--- src/rtl/fifo_pkg.sv ---
// Shared definitions for the parametrised synchronous FIFO: read-mode enum,
// width helpers and the parameter-legality predicate used at elaboration.
package fifo_pkg;

  typedef enum logic {
    RD_STD  = 1'b0,
    RD_FWFT = 1'b1
  } rd_mode_e;

  // Pointer width: one bit per address line, natural wrap at FIFO_DEPTH.
  function automatic int ptr_width(input int depth);
    return (depth > 1) ? $clog2(depth) : 1;
  endfunction

  // Count width: one extra bit so FIFO_DEPTH itself is representable.
  function automatic int cnt_width(input int depth);
    return $clog2(depth) + 1;
  endfunction

  function automatic bit is_pow2(input int v);
    return (v > 0) && ((v & (v - 1)) == 0);
  endfunction

  function automatic bit params_legal(input int width, input int depth,
                                      input int afull_th, input int aempty_th,
                                      input int fwft);
    return (width >= 1) && (depth >= 4) && is_pow2(depth) &&
           (afull_th >= 1) && (afull_th <= depth - 1) &&
           (aempty_th >= 1) && (aempty_th <= depth - 1) &&
           ((fwft == 0) || (fwft == 1));
  endfunction

endpackage

--- src/rtl/fifo_flags.sv ---
// Occupancy flag decode: full/empty/almostfull/almostempty from the count.
module fifo_flags
  import fifo_pkg::*;
#(
  parameter int FIFO_DEPTH = 8,
  parameter int AFULL_TH   = 1,
  parameter int AEMPTY_TH  = 1
) (
  input  logic [$clog2(FIFO_DEPTH):0] count,
  output logic                        full,
  output logic                        empty,
  output logic                        almostfull,
  output logic                        almostempty
);

  localparam int CW = cnt_width(FIFO_DEPTH);

  localparam logic [CW-1:0] DEPTH_C  = CW'(FIFO_DEPTH);
  localparam logic [CW-1:0] AF_LVL_C = CW'(FIFO_DEPTH - AFULL_TH);
  localparam logic [CW-1:0] AE_LVL_C = CW'(AEMPTY_TH);

  // Almost-flags exclude the hard full/empty states so each is a band.
  always_comb begin
    full        = (count == DEPTH_C);
    empty       = (count == '0);
    almostfull  = (count != DEPTH_C) && (count >= AF_LVL_C);
    almostempty = (count != '0) && (count <= AE_LVL_C);
  end

endmodule

--- src/rtl/fifo_sync_prog.sv ---
// Parametrised single-clock FIFO with programmable almost-thresholds,
// standard or first-word-fall-through read port, and synchronous flush.
module fifo_sync_prog
  import fifo_pkg::*;
#(
  parameter int FIFO_WIDTH = 16,
  parameter int FIFO_DEPTH = 8,
  parameter int AFULL_TH   = 1,
  parameter int AEMPTY_TH  = 1,
  parameter int FWFT       = 0
) (
  input  logic                        clk,
  input  logic                        rst,
  input  logic                        flush,
  input  logic                        wr_en,
  input  logic [FIFO_WIDTH-1:0]       data_in,
  input  logic                        rd_en,
  output logic [FIFO_WIDTH-1:0]       data_out,
  output logic                        data_valid,
  output logic                        wr_ack,
  output logic                        overflow,
  output logic                        underflow,
  output logic                        full,
  output logic                        empty,
  output logic                        almostfull,
  output logic                        almostempty,
  output logic [$clog2(FIFO_DEPTH):0] count
);

  localparam int       PW   = ptr_width(FIFO_DEPTH);
  localparam int       CW   = cnt_width(FIFO_DEPTH);
  localparam rd_mode_e MODE = (FWFT != 0) ? RD_FWFT : RD_STD;

  if (!params_legal(FIFO_WIDTH, FIFO_DEPTH, AFULL_TH, AEMPTY_TH, FWFT)) begin : g_bad_params
    $error("fifo_sync_prog: illegal parameter combination");
  end

  logic [FIFO_WIDTH-1:0] mem [FIFO_DEPTH];
  logic [PW-1:0]         wr_ptr;
  logic [PW-1:0]         rd_ptr;
  logic [CW-1:0]         count_q;
  logic [CW-1:0]         count_nxt;

  logic rd_acc;
  logic wr_acc;
  logic rd_do;
  logic wr_do;

  // A write at full is allowed only when a read frees the head this cycle;
  // flush overrides both requests.
  assign rd_acc = rd_en && !empty;
  assign wr_acc = wr_en && (!full || rd_acc);
  assign rd_do  = rd_acc && !flush;
  assign wr_do  = wr_acc && !flush;

  assign count = count_q;

  fifo_flags #(
    .FIFO_DEPTH (FIFO_DEPTH),
    .AFULL_TH   (AFULL_TH),
    .AEMPTY_TH  (AEMPTY_TH)
  ) u_flags (
    .count       (count_q),
    .full        (full),
    .empty       (empty),
    .almostfull  (almostfull),
    .almostempty (almostempty)
  );

  // Occupancy moves only when exactly one side is accepted.
  always_comb begin
    count_nxt = count_q;
    unique case ({wr_do, rd_do})
      2'b10:   count_nxt = count_q + CW'(1);
      2'b01:   count_nxt = count_q - CW'(1);
      default: count_nxt = count_q;
    endcase
  end

  // Pointers and count; flush returns them to the empty state.
  always_ff @(posedge clk or posedge rst) begin
    if (rst) begin
      wr_ptr  <= '0;
      rd_ptr  <= '0;
      count_q <= '0;
    end else if (flush) begin
      wr_ptr  <= '0;
      rd_ptr  <= '0;
      count_q <= '0;
    end else begin
      if (wr_do) wr_ptr <= wr_ptr + PW'(1);
      if (rd_do) rd_ptr <= rd_ptr + PW'(1);
      count_q <= count_nxt;
    end
  end

  // Storage array; contents survive reset and flush.
  always_ff @(posedge clk) begin
    if (wr_do) mem[wr_ptr] <= data_in;
  end

  // Per-request status pulses, reported the cycle after the request.
  always_ff @(posedge clk or posedge rst) begin
    if (rst) begin
      wr_ack    <= 1'b0;
      overflow  <= 1'b0;
      underflow <= 1'b0;
    end else begin
      wr_ack    <= wr_acc && !flush;
      overflow  <= wr_en && !wr_acc && !flush;
      underflow <= rd_en && empty && !flush;
    end
  end

  if (MODE == RD_FWFT) begin : g_fwft
    // Head entry is presented directly; zero while nothing is stored.
    assign data_out   = empty ? '0 : mem[rd_ptr];
    assign data_valid = !empty;
  end else begin : g_std
    logic [FIFO_WIDTH-1:0] dout_q;
    logic                  dv_q;

    // Registered read port: load on accepted read, otherwise hold.
    always_ff @(posedge clk or posedge rst) begin
      if (rst) begin
        dout_q <= '0;
        dv_q   <= 1'b0;
      end else begin
        dv_q <= rd_do;
        if (rd_do) dout_q <= mem[rd_ptr];
      end
    end

    assign data_out   = dout_q;
    assign data_valid = dv_q;
  end

endmodule

--- config.mk ---
export PLATFORM = sky130hd
export DESIGN_NAME = fifo_sync_prog
export DESIGN_NICKNAME = d
export VERILOG_FILES = /design/src/rtl/fifo_pkg.sv /design/src/rtl/fifo_flags.sv /design/src/rtl/fifo_sync_prog.sv
export SDC_FILE = /design/constraint.sdc
export NUM_CORES = 1
export LEC_CHECK = 0
export BUFFER_PORTS_ARGS = -buffer_cell sky130_fd_sc_hd__buf_2
export CORE_ASPECT_RATIO = 0.7
export CORE_UTILIZATION = 46
export DETAILED_ROUTE_END_ITERATION = 16
export GPL_ROUTABILITY_DRIVEN = 0
export PLACE_DENSITY = 0.75
export SLEW_MARGIN = 15
export SYNTH_ARGS = -nofsm -noshare
export SYNTH_HDL_FRONTEND = slang
export SYNTH_SLANG_ARGS = --single-unit
--- constraint.sdc ---
create_clock -name clk -period 5.9 [get_ports clk]
set_input_delay 0.295 -clock clk [delete_from_list [all_inputs] [get_ports clk]]
set_output_delay 0.295 -clock clk [all_outputs]
set_load 0.05 [all_outputs]
==> results.json, run 1 <==
{
  "cts_made_buffers": 17,
  "start_util": 0.474,
  "antenna_found_initial": 0,
  "cts_resized": 0,
  "syn_inst": 338,
  "ctsHoldBuffers": 1,
  "holdCritPathClass": "in2reg",
  "clockRootBuffer": "clkbuf_16",
  "placed_cells": 564,
  "drive_gt1_frac": 0.318,
  "htreeDepth": 4,
  "power_density_mw_per_mm2": 438,
  "wl_met2_mm": 5.51,
  "nNetsFinal": 426,
  "wl_met1_mm": 5.45,
  "seqCellArea_mm2": 0.00460,
  "fin_tns_setup_ns": 0,
  "post_cts_buffers": 0,
  "die_w_um": 141,
  "p_leak_nw": 2.56,
  "fin_worst_skew_ns": 0.0105,
  "arrival_ns": 2.74,
  "ys_seq_elements": 158,
  "cp_data_required_time_ns": 5.90,
  "path_class": "reg2reg",
  "area_delta_synth_final_pct": 18.1,
  "max_stage_delay_ns": 0.68,
  "setup_viol": 0,
  "drt-initial-drc-count": 297,
  "row_count": 35,
  "ys_warn_count": 0,
  "fmax_ghz": 0.365,
  "clkSlewWorstSetupHoldPaths_ns": 0.06,
  "worstRegToRegCells": 5,
  "grtUsageTotal": 0.179,
  "rrSetupSlack_ns": 3.16,
  "maxSlewHeadroom": 0.256,
  "rsz0062_at_grt": "false",
  "yosys.area.top_type": "edfxtp_1",
  "synth_ff_type": "edfxtp_1",
  "hold_viol": 0,
  "path_cells": "inv_1, ha_1, nor4bb_1, nor2_1, and3_1",
  "clock_sinks": 158,
  "min_period_over_period": 0.464,
  "dp_hpwl_mm": 6.99,
  "r2r_start": "count[1]$_DFFE_PP0P_",
  "cap_violations": 0,
  "grt_pass1_vias": 3221,
  "firstDrtPassIters": 4,
  "status": "finished, final reports clean",
  "nFillCells": 1001,
  "wire_per_inst_um": 19.5,
  "clockBufferDepth": 2,
  "worstPathMaxFanout": 16,
  "min_from": "data_in[14]",
  "core_area_mm2": 0.0132,
  "finalNonFillerCells": 597,
  "yosysMostFrequentCell": "edfxtp_1",
  "diodes": 0,
  "hold_path_end": "mem[0][14]$_DFFE_PP_",
  "drv_slew": 0,
  "worst_pin_slew_ns": 1.12,
  "route.met3.wl_um": 645,
  "startpoint_type": "flop",
  "total_power_mw": 3.23,
  "yosysUniqueCellTypes": 37,
  "period_minus_slack_ns": 2.74,
  "io_pins": 49,
  "yosysSeqAreaShare": 0.736,
  "multi_input_area_mm2": 0.00158,
  "port_buffers": 48,
  "ant_nets": 0,
  "insertion_delay_ns": 0.41,
  "grt_max_degree": 35,
  "die_area_mm2": 0.0141,
  "drc_errors": 0,
  "timing.rr.end": "mem[2][0]$_DFFE_PP_",
  "synthTopCellsByArea": "edfxtp_1, dfrtp_1, mux4_2",
  "syn_avg_cell_area_um2": 18.5,
  "yosys.area.top_type_share": 0.616,
  "cts_tree": "built",
  "synth_common_cells": "edfxtp_1, nor2_1, mux4_2",
  "vias_per_cell": 5.36,
  "grt.overflow.total": 0,
  "dp_slack_ns": 3.25,
  "synth_edf_count": 128,
  "syn-cell-area_mm2": 0.00624,
  "min_path_cells": 1,
  "end_kind": "flop",
  "async_flop_share": 0.190,
  "die-height_um": 99.5,
  "slowest_stage": "nor4bb_1",
  "fin_ws_ns": 3.16,
  "syn_nets": 365,
  "vias": 3202,
  "drt-total-wl_mm": 11.6,
  "irDropWorstVdd_v": 0.000292,
  "grt_pass1_wl_mm": 18.0,
  "highest_layer": "met4"
}
[layer usage]
| layer | GRT usage | vias to the layer above |
|---|---|---|
| li1 | - | 1448 |
| met1 | 0.256 | 1647 |
| met2 | 0.276 | 104 |
| met3 | 0.0534 | 3 |
| met4 | 0.0351 | 0 |
| met5 | 0 | - |
[worst max-delay path, delay by kind of cell (launching register included)]
| family | cells | cell delay (ns) |
|---|---|---|
| adders and majority gates | 1 | 0.29 |
| buffers and inverters | 1 | 0.16 |
| DFF | 1 | 0.44 |
| and+or+nand+nor | 3 | 1.44 |
[layout make-up]
cell class,instances,area share
Timing Repair Buffer,59,0.0441
Multi-Input combinational cell,157,0.214
Inverter,6,0.00373
Tap cell,185,0.0314
Clock inverter,10,0.0185
Sequential cell,158,0.624
Clock buffer,22,0.0643
[logic make-up (layout without fill, tap and decap cells)]
| family | Yosys count | count (layout) | share of synthesized area |
|---|---|---|---|
| AND/OR/NAND/NOR | 65 | 65 | 0.0519 |
| adder cells (fa/ha/maj) | 6 | 6 | 0.0120 |
| AO/OA/AOI/OAI | 29 | 29 | 0.0262 |
| multiplexers | 53 | 53 | 0.150 |
| XOR/XNOR | 4 | 4 | 0.00561 |
| flip-flops | 158 | 158 | 0.736 |
| buffers and inverters | 23 | 97 | 0.0180 |
[through the flow]
stage          utilization  hold slack (ns)  area [µm²]
2_1_floorplan            -            0.386        6240
3_3_place_gp         0.512            0.406        6750
3_5_place_dp         0.512            0.409        6750
4_1_cts              0.559            0.145        7370
5_1_grt              0.559            0.139        7370
6_report             0.559            0.160        7370
[worst max path at each step]
stage	cells past startpoint	to	slack, ns	from
floorplan	4	mem[0][0]$_DFFE_PP_	2.37	count[1]$_DFFE_PP0P_
global placement	5	mem[2][2]$_DFFE_PP_	3.42	count[1]$_DFFE_PP0P_
detailed placement	5	mem[2][15]$_DFFE_PP_	3.25	count[1]$_DFFE_PP0P_
CTS	5	mem[2][3]$_DFFE_PP_	3.18	count[1]$_DFFE_PP0P_
global route	5	mem[2][12]$_DFFE_PP_	3.00	count[1]$_DFFE_PP0P_
finish	5	mem[2][0]$_DFFE_PP_	3.16	count[1]$_DFFE_PP0P_
[power by group]
part	switching (mW)	internal (mW)
clock network	0.409	0.699
logic	0.512	0.235
registers	0.0848	1.29
total	1.01	2.23
[placed cells by master (no fill, tap or decap), drive strengths merged, types with 2 or more instances in the layout]
cell and n:
inv 6, ha 6, a31oi 2, mux2 4, mux4 32, nand2b 3
mux2i 17, clkinv 5, edfxtp 128, bufinv 3, nor4bb 2, nor4 2
nand2 6, clkinvlp 2, buf 58, nor3b 3, clkbuf 22, xor2 4
nor2b 3, nor3 2, a21oi 19, o21ai 4, nand3 5, nor2 34
dfrtp 30
[sequential cells by signal, summed over array words and instances, names as in the netlist]
register and cells:
wr_ack 1, underflow 1, rd_ptr 3, data_valid 1, data_out 16, mem 128
overflow 1, count 4, wr_ptr 3
No activity file was read; power rests on OpenSTA's default activity.
==> run 2, diff against run 1 <==
==> constraint.sdc (replaced) <==
create_clock -name clk -period 2.9 [get_ports clk]
set_input_delay 0.145 -clock clk [delete_from_list [all_inputs] [get_ports clk]]
set_output_delay 0.145 -clock clk [all_outputs]
set_load 0.05 [all_outputs]
==> results.json, run 2 (same netlist as run 1, synthesis figures left out) <==
{
  "largest_register": "mem",
  "status": "finished, final reports clean",
  "dp_hpwl_mm": 7.60,
  "antenna_found_initial": 0,
  "hold_viol": 0,
  "maxSlewHeadroom": 0.495,
  "drt-total-wl_mm": 12.0,
  "path_class": "reg2reg",
  "wire_per_inst_um": 19.8,
  "grt_pass1_vias": 3349,
  "port_buffers": 48,
  "irDropWorstVdd_v": 0.000504,
  "core_area_mm2": 0.0132,
  "holdWs_ns": 0.0159,
  "drv_slew": 0,
  "drt-initial-drc-count": 251,
  "htreeDepth": 4,
  "clockBufferDepth": 2,
  "worstPathMaxFanout": 9,
  "startpoint_type": "flop",
  "dp_slack_ns": 0.0914,
  "grt_pass1_wl_mm": 19.0,
  "period_minus_slack_ns": 2.77,
  "ant_nets": 0,
  "p_sw_mw": 2.07,
  "grt_max_degree": 35,
  "p_leak_nw": 2.63,
  "die-height_um": 99.5,
  "holdCritPathClass": "in2reg",
  "cp_data_required_time_ns": 3.01,
  "setup_viol": 0,
  "pwr-share-clk": 0.354,
  "fin_tns_setup_ns": 0,
  "firstDrtPassIters": 5,
  "finalNonFillerCells": 609,
  "placed_cells": 570,
  "cts_made_buffers": 17,
  "final_cell_mix": "edfxtp_1, buf_2, nor2_1",
  "p_int_mw": 4.66,
  "p_seq_frac": 0.411,
  "fmax_ghz": 0.361,
  "rsz0062_at_grt": "true",
  "start_util": 0.474,
  "drc_errors": 0,
  "area_delta_synth_final_pct": 20.8,
  "fin_ws_ns": 0.131,
  "worst_pin_slew_ns": 0.756,
  "post-route-cell-area_mm2": 0.00755,
  "post_cts_buffers": 0,
  "end_kind": "flop",
  "fin_worst_skew_ns": 0.00733,
  "diodes": 0,
  "postPlaceCellArea_mm2": 0.00683,
  "grt.overflow.total": 0,
  "io_pins": 49,
  "final_util": 0.572,
  "clkSlewWorstSetupHoldPaths_ns": 0.06,
  "combPwrFrac": 0.235,
  "min_period_over_period": 0.955,
  "insertion_delay_ns": 0.42,
  "netSwitchingFraction": 0.307,
  "vias": 3274,
  "clock_sinks": 158,
  "cap_violations": 0,
  "arrival_ns": 2.88,
  "grtUsageTotal": 0.191,
  "nNetsFinal": 438,
  "clockRootBuffer": "clkbuf_16",
  "row_count": 35,
  "die_area_mm2": 0.0141,
  "largest_register_ffs": 128,
  "drive_gt1_frac": 0.318,
  "total_power_mw": 6.74,
  "cts_tree": "built",
  "power_density_mw_per_mm2": 893,
  "die_w_um": 141,
  "vias_per_cell": 5.38,
  "final_common_cell": "edfxtp_1"
}
-- run 2: cell type report --
type	instances	area, µm²
Fill cell	978	5640
Sequential cell	158	4600
Multi-Input combinational cell	157	1600
Timing Repair Buffer	71	450
Clock buffer	19	443
Tap cell	185	231
Clock inverter	13	194
Inverter	6	27.5
-- run 2: final timing paths --
| kind | cells after the start | slack (ns) | start | to |
|---|---|---|---|---|
| setup / recovery | 7 | 0.13 | count[1]$_DFFE_PP0P_ | mem[5][12]$_DFFE_PP_ |
| hold reg to reg | 2 | 0.52 | data_out[15]$_DFFE_PP0P_ | data_out[15]$_DFFE_PP0P_ |
| setup reg to reg | 7 | 0.13 | count[1]$_DFFE_PP0P_ | mem[5][12]$_DFFE_PP_ |
| hold / removal | 1 | 0.02 | data_in[11] | mem[1][11]$_DFFE_PP_ |
| min in group asynchronous | 3 | 0.36 | rst | rd_ptr[0]$_DFFE_PP0P_ |
| max in group asynchronous | 4 | 1.84 | rst | data_out[10]$_DFFE_PP0P_ |
-- run 2: power groups by stage --
stage,registers (mW),logic [mW],clock network [mW]
3_3_place_gp,2.81,1.56,0
2_1_floorplan,3.24,0.765,0
5_1_grt,2.80,1.70,2.50
4_1_cts,2.77,1.59,2.42
3_5_place_dp,2.82,1.58,0
6_report,2.77,1.58,2.38
-- run 2: critical path: stages, from the launching register on --
cell and delay (ns):
dfrtp_1 0.46, inv_1 0.14, ha_1 0.27, nor4bb_1 0.18
nor2_1 0.22, nand2_1 0.21, nor3b_2 0.64, buf_4 0.33
-- run 2: layer usage --
metal  GRT usage  up-vias  wire length (µm)  part of all wire
met5           0        -                 0                 0
met4      0.0803        0               163             0.014
met3      0.0462       15               543             0.045
met2       0.286       80              5590              0.46
met1       0.271     1705              5750              0.48
li1            -     1474                 -                 -
-- run 2: repair_timing --
action,in CTS,in global routing
resized for setup,0,1
endpoints found under the setup margin,0,18
endpoints found under the hold margin,58,0
hold buffers,7,0
